--- config.mk ---
export PLATFORM = sky130hd
export DESIGN_NAME = mem_burst_tester_flat
export DESIGN_NICKNAME = d
export VERILOG_FILES = /design/src/rtl/mem_burst_tester_if.sv /design/src/rtl/mem_burst_tester.sv /design/src/flat_wrapper.sv
export SDC_FILE = /design/constraint.sdc
export NUM_CORES = 1
export LEC_CHECK = 0
export BUFFER_PORTS_ARGS = -buffer_cell sky130_fd_sc_hd__clkbuf_2
export CAP_MARGIN = 25
export CORE_MARGIN = 10
export CORE_UTILIZATION = 40
export DETAILED_ROUTE_END_ITERATION = 16
export PLACE_DENSITY_LB_ADDON = 0.1
export SLEW_MARGIN = 10
export SYNTH_ARGS = -nofsm -noshare
export SYNTH_HDL_FRONTEND = slang
export SYNTH_SLANG_ARGS = --single-unit
--- constraint.sdc ---
create_clock -name mem_clk -period 6.7 [get_ports mem_clk]
set_input_delay 0.67 -clock mem_clk [delete_from_list [all_inputs] [get_ports mem_clk]]
set_output_delay 0.67 -clock mem_clk [all_outputs]
set_load 0.05 [all_outputs]
--- src/rtl/mem_burst_tester_if.sv ---
// Burst interface between the traffic tester and the mem_burst_v2 controller.
// Write side: request/length/address out, data out, data_req in.
// Read side: request/length/address out, data/valid in. burst_finish ends either burst.
interface mem_burst_tester_if #(
   parameter int MEM_DATA_BITS = 128,
   parameter int ADDR_BITS     = 24,
   parameter int LEN_BITS      = 10
);
   logic                     wr_burst_req;
   logic [LEN_BITS-1:0]      wr_burst_len;
   logic [ADDR_BITS-1:0]     wr_burst_addr;
   logic [MEM_DATA_BITS-1:0] wr_burst_data;
   logic                     wr_burst_data_req;
   logic                     rd_burst_req;
   logic [LEN_BITS-1:0]      rd_burst_len;
   logic [ADDR_BITS-1:0]     rd_burst_addr;
   logic [MEM_DATA_BITS-1:0] rd_burst_data;
   logic                     rd_burst_data_valid;
   logic                     burst_finish;

   // tester side
   modport master (
      output wr_burst_req, wr_burst_len, wr_burst_addr, wr_burst_data,
      output rd_burst_req, rd_burst_len, rd_burst_addr,
      input  wr_burst_data_req, rd_burst_data, rd_burst_data_valid, burst_finish
   );

   // controller side
   modport slave (
      input  wr_burst_req, wr_burst_len, wr_burst_addr, wr_burst_data,
      input  rd_burst_req, rd_burst_len, rd_burst_addr,
      output wr_burst_data_req, rd_burst_data, rd_burst_data_valid, burst_finish
   );
endinterface

--- src/rtl/mem_burst_tester.sv ---
// Write/read-back burst traffic generator and checker: write one pattern burst, read it back, compare beats.
// Latency: pattern data is combinational from the beat count; err/err_cnt register one cycle after the bad beat.
// Backpressure: write beats advance only on wr_burst_data_req, read beats only on rd_burst_data_valid.
module mem_burst_tester #(
   parameter int          MEM_DATA_BITS = 128,
   parameter int          ADDR_BITS     = 24,
   parameter int          LEN_BITS      = 10,
   parameter int          BURST_LEN     = 128,
   parameter int unsigned ADDR_STEP     = 128,
   parameter int unsigned ADDR_LIMIT    = 32'h0080_0000,
   parameter int          ERR_BITS      = 16
) (
   input  logic                  mem_clk,
   input  logic                  rst_n,
   input  logic                  local_init_done_i,
   input  logic                  start_i,
   input  logic                  stop_i,
   input  logic [1:0]            mode_i,
   input  logic [15:0]           num_bursts_i,
   output logic                  busy_o,
   output logic                  done_o,
   output logic                  err_o,
   output logic [ERR_BITS-1:0]   err_cnt_o,
   output logic [ADDR_BITS-1:0]  first_err_addr_o,
   output logic [15:0]           pass_cnt_o,
   mem_burst_tester_if.master    mb
);

   localparam int NB   = MEM_DATA_BITS / 8;
   localparam int NW   = MEM_DATA_BITS / 32;
   localparam int PW   = $clog2(MEM_DATA_BITS);
   localparam logic [31:0] LFSR_RST = 32'hACE1_0001;

   typedef enum logic [2:0] {S_IDLE, S_WR, S_RD, S_NEXT, S_DONE} state_t;

   state_t                state_q;
   logic [LEN_BITS-1:0]   wbeat_q, rbeat_q;
   logic [ADDR_BITS-1:0]  addr_q;
   logic [15:0]           pass_q;
   logic [15:0]           num_q;
   logic [1:0]            mode_q;
   logic [ERR_BITS-1:0]   err_cnt_q;
   logic [ADDR_BITS-1:0]  first_q;
   logic                  err_q, busy_q, done_q, wr_req_q, rd_req_q, stop_q;
   logic [31:0]           wlfsr_q, rlfsr_q;

   logic [MEM_DATA_BITS-1:0] wr_pat, rd_exp;
   logic                     mismatch, short_rd;
   logic [LEN_BITS:0]        rcount;
   logic [1:0]               err_inc;
   logic [ERR_BITS:0]        err_sum;
   logic [ERR_BITS-1:0]      err_cnt_d;
   logic [31:0]              addr_sum;
   logic [ADDR_BITS-1:0]     addr_d;
   logic                     finish_run;

   // one Fibonacci step of x^32+x^22+x^2+x+1
   function automatic logic [31:0] lfsr_step(input logic [31:0] s);
      return {s[30:0], s[31] ^ s[21] ^ s[1] ^ s[0]};
   endfunction

   // per-burst LFSR seed derived from the pair index
   function automatic logic [31:0] lfsr_seed(input logic [7:0] b);
      return {b, 24'hCE1001} | 32'd1;
   endfunction

   // beat pattern for pair index b, beat k
   function automatic logic [MEM_DATA_BITS-1:0] pattern_f(input logic [1:0] m, input logic [7:0] b,
                                                          input logic [LEN_BITS-1:0] k, input logic [31:0] lfsr);
      logic [MEM_DATA_BITS-1:0] p;
      logic [7:0]               byt;
      logic [LEN_BITS+7:0]      sum;
      logic [PW-1:0]            pos;
      sum = {8'd0, k} + {{LEN_BITS{1'b0}}, b};
      byt = sum[7:0];
      pos = sum[PW-1:0];
      case (m)
         2'd0:    p = {NB{byt}};
         2'd1:    p = {{(MEM_DATA_BITS-1){1'b0}}, 1'b1} << pos;
         2'd2:    p = {NW{lfsr}};
         default: p = ~{NB{byt}};
      endcase
      return p;
   endfunction

   // pattern generation, beat check, saturating error count and next burst address
   always_comb begin
      wr_pat    = pattern_f(mode_q, pass_q[7:0], wbeat_q, wlfsr_q);
      rd_exp    = pattern_f(mode_q, pass_q[7:0], rbeat_q, rlfsr_q);
      mismatch  = (state_q == S_RD) && mb.rd_burst_data_valid && (mb.rd_burst_data != rd_exp);
      rcount    = {1'b0, rbeat_q} + {{LEN_BITS{1'b0}}, mb.rd_burst_data_valid};
      short_rd  = (state_q == S_RD) && mb.burst_finish && (rcount != (LEN_BITS+1)'(BURST_LEN));
      err_inc   = {1'b0, mismatch} + {1'b0, short_rd};
      err_sum   = {1'b0, err_cnt_q} + {{(ERR_BITS-1){1'b0}}, err_inc};
      err_cnt_d = err_sum[ERR_BITS] ? {ERR_BITS{1'b1}} : err_sum[ERR_BITS-1:0];
      addr_sum  = 32'(addr_q) + ADDR_STEP;
      addr_d    = (addr_sum >= ADDR_LIMIT) ? '0 : addr_sum[ADDR_BITS-1:0];
      finish_run = stop_q || stop_i || ((num_q != 16'd0) && ((pass_q + 16'd1) == num_q));
   end

   // test sequencer: write burst, read burst, advance, with abort on loss of calibration
   always_ff @(posedge mem_clk or negedge rst_n) begin
      if (!rst_n) begin
         state_q   <= S_IDLE;
         wbeat_q   <= '0;
         rbeat_q   <= '0;
         addr_q    <= '0;
         pass_q    <= '0;
         num_q     <= '0;
         mode_q    <= '0;
         err_cnt_q <= '0;
         first_q   <= '0;
         err_q     <= 1'b0;
         busy_q    <= 1'b0;
         done_q    <= 1'b0;
         wr_req_q  <= 1'b0;
         rd_req_q  <= 1'b0;
         stop_q    <= 1'b0;
         wlfsr_q   <= LFSR_RST;
         rlfsr_q   <= LFSR_RST;
      end else begin
         err_q <= 1'b0;
         if (!local_init_done_i) begin
            state_q  <= S_IDLE;
            wr_req_q <= 1'b0;
            rd_req_q <= 1'b0;
            busy_q   <= 1'b0;
         end else begin
            case (state_q)
               S_IDLE, S_DONE: begin
                  if (start_i) begin
                     state_q   <= S_WR;
                     mode_q    <= mode_i;
                     num_q     <= num_bursts_i;
                     pass_q    <= '0;
                     addr_q    <= '0;
                     err_cnt_q <= '0;
                     first_q   <= '0;
                     stop_q    <= 1'b0;
                     busy_q    <= 1'b1;
                     done_q    <= 1'b0;
                     wr_req_q  <= 1'b1;
                     wbeat_q   <= '0;
                     wlfsr_q   <= lfsr_seed(8'd0);
                  end
               end
               S_WR: begin
                  if (stop_i) stop_q <= 1'b1;
                  if (mb.wr_burst_data_req) begin
                     wr_req_q <= 1'b0;
                     wbeat_q  <= wbeat_q + 1'b1;
                     wlfsr_q  <= lfsr_step(wlfsr_q);
                  end
                  if (mb.burst_finish) begin
                     state_q  <= S_RD;
                     wr_req_q <= 1'b0;
                     rd_req_q <= 1'b1;
                     rbeat_q  <= '0;
                     rlfsr_q  <= lfsr_seed(pass_q[7:0]);
                  end
               end
               S_RD: begin
                  if (stop_i) stop_q <= 1'b1;
                  if (mb.rd_burst_data_valid) begin
                     rd_req_q <= 1'b0;
                     rbeat_q  <= rbeat_q + 1'b1;
                     rlfsr_q  <= lfsr_step(rlfsr_q);
                  end
                  if (err_inc != 2'd0) begin
                     err_q     <= 1'b1;
                     err_cnt_q <= err_cnt_d;
                     if (err_cnt_q == '0) first_q <= addr_q + ADDR_BITS'(rbeat_q);
                  end
                  if (mb.burst_finish) begin
                     state_q  <= S_NEXT;
                     rd_req_q <= 1'b0;
                  end
               end
               S_NEXT: begin
                  pass_q <= pass_q + 16'd1;
                  addr_q <= addr_d;
                  if (finish_run) begin
                     state_q <= S_DONE;
                     busy_q  <= 1'b0;
                     done_q  <= 1'b1;
                     stop_q  <= 1'b0;
                  end else begin
                     state_q  <= S_WR;
                     wr_req_q <= 1'b1;
                     wbeat_q  <= '0;
                     wlfsr_q  <= lfsr_seed(pass_q[7:0] + 8'd1);
                  end
               end
               default: state_q <= S_IDLE;
            endcase
         end
      end
   end

   assign busy_o           = busy_q;
   assign done_o           = done_q;
   assign err_o            = err_q;
   assign err_cnt_o        = err_cnt_q;
   assign first_err_addr_o = first_q;
   assign pass_cnt_o       = pass_q;

   assign mb.wr_burst_req  = wr_req_q;
   assign mb.rd_burst_req  = rd_req_q;
   assign mb.wr_burst_len  = LEN_BITS'(BURST_LEN);
   assign mb.rd_burst_len  = LEN_BITS'(BURST_LEN);
   assign mb.wr_burst_addr = addr_q;
   assign mb.rd_burst_addr = addr_q;
   assign mb.wr_burst_data = wr_pat;

endmodule

--- src/flat_wrapper.sv ---
// flat-port wrapper written by rule: the top's interface ports become plain ports
module mem_burst_tester_flat 
#(
   parameter int          MEM_DATA_BITS = 128,
   parameter int          ADDR_BITS     = 24,
   parameter int          LEN_BITS      = 10,
   parameter int          BURST_LEN     = 128,
   parameter int unsigned ADDR_STEP     = 128,
   parameter int unsigned ADDR_LIMIT    = 32'h0080_0000,
   parameter int          ERR_BITS      = 16
)
  (mem_clk, rst_n, local_init_done_i, start_i, stop_i, mode_i, num_bursts_i, busy_o, done_o, err_o, err_cnt_o, first_err_addr_o, pass_cnt_o, mb_wr_burst_req, mb_wr_burst_len, mb_wr_burst_addr, mb_wr_burst_data, mb_rd_burst_req, mb_rd_burst_len, mb_rd_burst_addr, mb_wr_burst_data_req, mb_rd_burst_data, mb_rd_burst_data_valid, mb_burst_finish);
  mem_burst_tester_if #(.MEM_DATA_BITS(MEM_DATA_BITS), .ADDR_BITS(ADDR_BITS), .LEN_BITS(LEN_BITS)) mb_i ();
  input  logic mem_clk;
  input  logic rst_n;
  input  logic local_init_done_i;
  input  logic start_i;
  input  logic stop_i;
  input  logic [1:0] mode_i;
  input  logic [15:0] num_bursts_i;
  output logic busy_o;
  output logic done_o;
  output logic err_o;
  output logic [ERR_BITS-1:0] err_cnt_o;
  output logic [ADDR_BITS-1:0] first_err_addr_o;
  output logic [15:0] pass_cnt_o;
  output wire logic [$bits(mb_i.wr_burst_req)-1:0] mb_wr_burst_req;
  output wire logic [$bits(mb_i.wr_burst_len)-1:0] mb_wr_burst_len;
  output wire logic [$bits(mb_i.wr_burst_addr)-1:0] mb_wr_burst_addr;
  output wire logic [$bits(mb_i.wr_burst_data)-1:0] mb_wr_burst_data;
  output wire logic [$bits(mb_i.rd_burst_req)-1:0] mb_rd_burst_req;
  output wire logic [$bits(mb_i.rd_burst_len)-1:0] mb_rd_burst_len;
  output wire logic [$bits(mb_i.rd_burst_addr)-1:0] mb_rd_burst_addr;
  input wire logic [$bits(mb_i.wr_burst_data_req)-1:0] mb_wr_burst_data_req;
  input wire logic [$bits(mb_i.rd_burst_data)-1:0] mb_rd_burst_data;
  input wire logic [$bits(mb_i.rd_burst_data_valid)-1:0] mb_rd_burst_data_valid;
  input wire logic [$bits(mb_i.burst_finish)-1:0] mb_burst_finish;
  assign mb_wr_burst_req = mb_i.wr_burst_req;
  assign mb_wr_burst_len = mb_i.wr_burst_len;
  assign mb_wr_burst_addr = mb_i.wr_burst_addr;
  assign mb_wr_burst_data = mb_i.wr_burst_data;
  assign mb_rd_burst_req = mb_i.rd_burst_req;
  assign mb_rd_burst_len = mb_i.rd_burst_len;
  assign mb_rd_burst_addr = mb_i.rd_burst_addr;
  assign mb_i.wr_burst_data_req = mb_wr_burst_data_req;
  assign mb_i.rd_burst_data = mb_rd_burst_data;
  assign mb_i.rd_burst_data_valid = mb_rd_burst_data_valid;
  assign mb_i.burst_finish = mb_burst_finish;
  mem_burst_tester #(.MEM_DATA_BITS(MEM_DATA_BITS), .ADDR_BITS(ADDR_BITS), .LEN_BITS(LEN_BITS), .BURST_LEN(BURST_LEN), .ADDR_STEP(ADDR_STEP), .ADDR_LIMIT(ADDR_LIMIT), .ERR_BITS(ERR_BITS)) u_core (.mem_clk(mem_clk), .rst_n(rst_n), .local_init_done_i(local_init_done_i), .start_i(start_i), .stop_i(stop_i), .mode_i(mode_i), .num_bursts_i(num_bursts_i), .busy_o(busy_o), .done_o(done_o), .err_o(err_o), .err_cnt_o(err_cnt_o), .first_err_addr_o(first_err_addr_o), .pass_cnt_o(pass_cnt_o), .mb(mb_i));
endmodule
After elaboration in Yosys (flattened, before gate mapping)
Cells that the tools add are included.
{"block": "classes", "add_sub_neg": 11, "order_cmp": 1, "eq_ne": 28, "n_shift": 2, "muxes": 55, "bitwise": 8, "reduce_logical": 31}
{"op": "$pmux W128 S3", "count": 2}
{"op": "$not A128 Y128", "count": 2}
{"op": "$shl A1 B7 Y128 const A", "count": 2}
{"op": "$mux W32", "count": 5}
{"op": "$ne A128 B128 Y1", "count": 1}
{"op": "$mux W24", "count": 4}
{"op": "$pmux W24 S2", "count": 2}
{"op": "$pmux W32 S3", "count": 1}
{"op": "$pmux W16 S2", "count": 2}
{"op": "$pmux W32 S2", "count": 1}
{"op": "$mux W10", "count": 5}
{"op": "$mux W16", "count": 3}
{"op": "$ge A32 B24 Y1 const B", "count": 1}
{"op": "$pmux W10 S3", "count": 1}
{"op": "$add A24 B8 Y25 const B", "count": 1}
{"op": "$add A24 B10 Y24", "count": 1}
{"op": "$add A10 B1 Y10 const B", "count": 2}
{"op": "$pmux W10 S2", "count": 1}
{"op": "$add A16 B2 Y17", "count": 1}
{"op": "$mux W1", "count": 17}
{"op": "$add A16 B1 Y16 const B", "count": 1}
{"op": "$add A8 B8 Y8", "count": 2}
{"op": "$eq A16 B16 Y1", "count": 1}
{"op": "$logic_not A16 Y1", "count": 1}
{"op": "other kinds (32)", "count": 76}
{"block": "word_totals", "reg_bits": 191, "out_inout_bits": 257, "wordCells": 153}

Logic depth before layout (Yosys ltp)
{"block": "depth", "word_depth": 10, "depth_mapped": 31}

Worst setup path before layout
OpenSTA, ideal clock, no wires.
{"block": "synth_path", "path_kind": "flip-flop to flip-flop", "from": "reg u_core.pass_q[0], in the netlist u_core.pass_cnt_o[0]", "to": "reg u_core.err_cnt_q[13], in the netlist u_core.err_cnt_o[13]", "setup_time_ns": 0.121, "t_arrival_ns": 6.366, "required_ns": 6.579, "path_slack_ns": 0.213, "stages_incl_launch_ff": 29, "path_buffers": 2, "path_cell_list": "dfrtp_1 ha_1 fa_1 a21o_1 a221o_1 xnor2_2 or2_1 buf_2 o21ai_2 xor2_1 a311oi_1 nand3_1 or4_1 nor4_1 a41oi_1 ha_1 ha_1 inv_1 fa_1 nor2_1 and3_1 and3_1 and3_1 and3_1 and2_1 nand2_1 clkbuf_1 o21ai_0 a22o_1"}
{"block": "synth_between", "elab_chain_len": 10, "elab_cells_between_ends": 14}
{"element": "start: declaration", "line": "mem_burst_tester.sv:39", "rtl": "logic [15:0] pass_q;"}
{"element": "start signal: assignment", "line": "mem_burst_tester.sv:180", "rtl": "pass_q <= pass_q + 16'd1;"}
{"element": "$add A8 B8 Y8 (*)", "line": "mem_burst_tester.sv:74", "rtl": "sum = {8'd0, k} + {{LEN_BITS{1'b0}}, b};"}
{"element": "$shl A1 B7 Y128 or $not A128 Y128 (tied branches)", "line": "mem_burst_tester.sv:79, mem_burst_tester.sv:81"}
{"element": "$pmux W128 S3 (*)", "line": "mem_burst_tester.sv:77", "rtl": "case (m)"}
{"element": "$ne A128 B128 Y1 (*)", "line": "mem_burst_tester.sv:90", "rtl": "mismatch = (state_q == S_RD) && mb.rd_burst_data_valid && (mb.rd_burst_data != rd_exp);"}
{"element": "$logic_and A1 B1 Y1 (*)", "line": "mem_burst_tester.sv:90"}
{"element": "$add A1 B1 Y2 (*)", "line": "mem_burst_tester.sv:93", "rtl": "err_inc = {1'b0, mismatch} + {1'b0, short_rd};"}
{"element": "$add A16 B2 Y17", "line": "mem_burst_tester.sv:94", "rtl": "err_sum = {1'b0, err_cnt_q} + {{(ERR_BITS-1){1'b0}}, err_inc};"}
{"element": "$mux W16", "line": "mem_burst_tester.sv:95", "rtl": "err_cnt_d = err_sum[ERR_BITS] ? {ERR_BITS{1'b1}} : err_sum[ERR_BITS-1:0];"}
{"element": "$mux W16", "line": "mem_burst_tester.sv:169", "rtl": "if (err_inc != 2'd0) begin"}
{"element": "$pmux W16 S2", "line": "mem_burst_tester.sv:129", "rtl": "case (state_q)"}
{"element": "end signal: assignment", "line": "mem_burst_tester.sv:171", "rtl": "err_cnt_q <= err_cnt_d;"}
{"element": "end: declaration", "line": "mem_burst_tester.sv:42", "rtl": "logic [ERR_BITS-1:0] err_cnt_q;"}
Mark *: on every way between the ends. The rest lies on a longest branch, timed or not. The select of a mux whose other input is x is not followed.
A chain may end at the register's enable or synchronous reset.

Worst setup path in the final report
{"block": "layout_path", "from": "reg u_core.pass_q[0], in the netlist u_core.pass_cnt_o[0]", "to": "reg u_core.err_cnt_q[14], in the netlist u_core.err_cnt_o[14]"}
Same word-level chain as after synthesis.

==> flow_summary.yaml <==
grt:
  gr-total-overflow: 0
  grtUsageTotal: 0.309
  grt_pass1_vias: 16500
  grt_pass1_wl_microns: 107000
  grt_max_degree: 79
  antenna_found_initial: 0
floorplan:
  dieArea_sq_um: 45700
  start_util: 0.408
  ios: 411
  core_sq_um: 36900
  rows: 70
  chipWidth_microns: 214
  die_h_microns: 214
drt:
  drtIter0Drc: 1771
  drcViolationCount: 0
  vias_per_cell: 6.10
  wire_per_inst_microns: 25.7
  drtPass1Iterations: 6
  wirelength_microns: 73500
  vias: 17400
  final_antenna_net_count: 0
logic_synthesis:
  yosys_warnings: 0
  yosysUniqueCellTypes: 94
  yosysSeqAreaShare: 0.305
  avgSynthCellArea_sq_um: 7.81
  ys_ff_latch: 182
  synth.cell_area_sq_um: 15000
  synth_area_leaders: "dfrtp_1, o21ai_0, nand2_1"
  synthFlopType: "dfrtp_1"
  yosysMostFrequentCell: "o21ai_0"
  async_flop_share: 1.00
  post-synth-top-area-cell: "dfrtp_1"
  synth_top_area_share: 0.273
  synth-edff-count: 0
  netlist_top_cells_count: "o21ai_0, nand2_1, dfrtp_1"
  syn_inst: 1925
setup_path:
  slowest_stage: "a221o_1"
  reg2reg_from: "u_core.pass_cnt_o[0]$_DFFE_PN0P_"
  slowest_delay_ns: 0.42
  r2r_cells: 30
  critPathMaxFanout: 5
  crit_path_end_kind: "register"
  arrival_ns: 6.71
  r2r_end: "u_core.err_cnt_o[14]$_DFFE_PN0P_"
  worstPathRequired_ns: 6.99
  crit_top_cell: "buf_4"
  ff2ff_setup_slack_ns: 0.28
  path_class: "reg -> reg"
  start_kind: "register"
outcome:
  status: "finished clean"
clock_tree:
  clock-root-buffer: "clkbuf_16"
  clk_latency_ns: 0.45
  cts_hold_buf: 0
  path_clk_slew_ns: 0.08
  cts.sinks: 182
  clockBufferDepth: 2
  cts_made_buffers: 17
  cts_tree: "yes"
  htreeDepth: 4
place:
  hpwl_microns: 60100
  gp_congestion: 1.05
  placed_area_sq_um: 18000
  dpl.cell_count: 2825
  io_buffers: 376
pwr:
  powerDensity_nw_per_um2: 277
  power.leakage_nw: 8.41
  ir_drop_v: 0.000183
timing:
  whs_ns: 0.213
  hold_viol: 0
  worst_pin_slew_ns: 1.04
  period_share: 0.958
  clock.fmax_mhz: 156
  drv_slew: 0
  slew_headroom: 0.302
  setup_violations: 0
  min_period_ns: 6.42
  rsz0062_at_grt: "false"
  worst_clock_skew_ns: 0.0127
final_layout:
  instances_no_fill: 2862
  nFillCells: 3700
  drive_above_1_share: 0.277
  synthToLayoutAreaGrowth_pct: 25.0
  final_cell_area_sq_um: 18800
  fin_nets: 2528
job:
  drv_cap: 0
min_path:
  hp-class: "in -> async"
## metal layers
layer,share of wire,wire length (microns),vias to the layer above,track usage
li1,-,-,7858,-
met1,0.43,31300,8540,0.419
met2,0.45,32900,930,0.481
met3,0.094,6910,118,0.0613
met4,0.032,2380,0,0.104
met5,0,0,-,0
## through the flow
stage	util	TNS [ns]	total power, mW	setup slack [ns]
after floorplan	-	0	3.18	0.213
after global placement	0.486	-4.49	4.16	-0.357
after detailed placement	0.487	-4.60	4.17	-0.347
after CTS	0.504	0	5.16	0.0386
after global routing	0.509	0	5.42	0.000763
final	0.509	0	5.21	0.280
## critical path: cells and delay by family (launching register included)
family | cells | cell delay, ns
AOI/OAI and AO/OA | 7 | 1.44
DFF | 1 | 0.39
adders and majority gates | 5 | 1.37
xor gates and xnor gates | 2 | 0.37
and+or+nand+nor | 10 | 1.87
buffers and inverters | 6 | 0.81
## cell families after synthesis
| logic type | Yosys count | share of synthesized area |
|---|---|---|
| AO/OA/AOI/OAI | 692 | 0.290 |
| XOR/XNOR | 133 | 0.0789 |
| adder cells (fa/ha/maj) | 30 | 0.0265 |
| buffers and inverters | 196 | 0.0653 |
| flip-flops | 182 | 0.305 |
| multiplexers | 25 | 0.0182 |
| other | 2 | 0.000500 |
| AND/OR/NAND/NOR | 665 | 0.216 |
## layout by cell type, fill, tap and decap left out, types with 8 or more instances in the layout
cell and count:
clkbuf_16 17, nand2b_1 10, nor2b_1 19, o21ai_1 10, clkbuf_2 375, nor2_1 134, a22oi_1 11, dfrtp_1 164
dfstp_2 18, mux2_2 18, and3_1 30, o21a_1 16, xor2_1 70, nor4_1 25, ha_1 26, o221ai_1 9
o21ai_0 306, a31oi_1 29, conb_1 34, a21o_1 8, o2111ai_1 8, a21oi_1 91, o211ai_1 19, buf_4 140
xnor2_1 60, a22o_1 40, a221o_1 9, nand2_1 220, o31ai_1 23, inv_1 41, o22ai_1 18, and2_1 10
nand3_1 66, nor3_1 47, nand4_1 30
## final cells by class
class                      instances  area, sq um  share of cell area
sequential                       182         4580               0.244
timing repair buffer             521         3010               0.160
multi-input combinational       1579         9820               0.523
antenna                            1         2.50            0.000133
tap                              504          631              0.0336
inverter                          43          161             0.00859
clock inverter                    13          131             0.00700
clock buffer                      19          443              0.0236
## sequential cells by signal, indices dropped and copies added, names as in the netlist
| register | flops |
|---|---|
| u_core.stop_q | 1 |
| u_core.state_q | 3 |
| u_core.first_err_addr_o | 24 |
| u_core.pass_cnt_o | 16 |
| u_core.mb.rd_burst_addr | 17 |
| u_core.mode_q | 2 |
| u_core.mb.rd_burst_req | 1 |
| u_core.wlfsr_q | 32 |
| u_core.num_q | 16 |
| u_core.rbeat_q | 10 |
| u_core.err_cnt_o | 16 |
| u_core.err_o | 1 |
| u_core.done_o | 1 |
| u_core.busy_o | 1 |
| u_core.wbeat_q | 8 |
| u_core.rlfsr_q | 32 |
| u_core.mb.wr_burst_req | 1 |
## worst max path at each step
stage | from | end | slack [ns]
after detailed placement | u_core.pass_cnt_o[0]$_DFFE_PN0P_ | u_core.err_cnt_o[10]$_DFFE_PN0P_ | -0.35
after global placement | u_core.pass_cnt_o[0]$_DFFE_PN0P_ | u_core.err_cnt_o[1]$_DFFE_PN0P_ | -0.36
after global routing | u_core.rbeat_q[6]$_DFFE_PN0P_ | u_core.err_cnt_o[14]$_DFFE_PN0P_ | 0.0008
after floorplan | u_core.pass_cnt_o[0]$_DFFE_PN0P_ | u_core.err_cnt_o[13]$_DFFE_PN0P_ | 0.21
final | u_core.pass_cnt_o[0]$_DFFE_PN0P_ | u_core.err_cnt_o[14]$_DFFE_PN0P_ | 0.28
after CTS | u_core.pass_cnt_o[0]$_DFFE_PN0P_ | u_core.err_cnt_o[14]$_DFFE_PN0P_ | 0.04
## report_power, final
part	total [mW]	switching (mW)	internal, mW
registers	1.29	0.104	1.19
logic	2.93	2.21	0.718
clock network	0.989	0.484	0.505
total	5.21	2.80	2.41
## repair_timing
item	in CTS	in global routing
hold endpoints to repair	0	0
cloned	0	0
pin swaps	1	16
resized for setup	10	41
buffers inserted	0	4
setup endpoints to repair	16	16
Power figures use the tool's default switching activity.
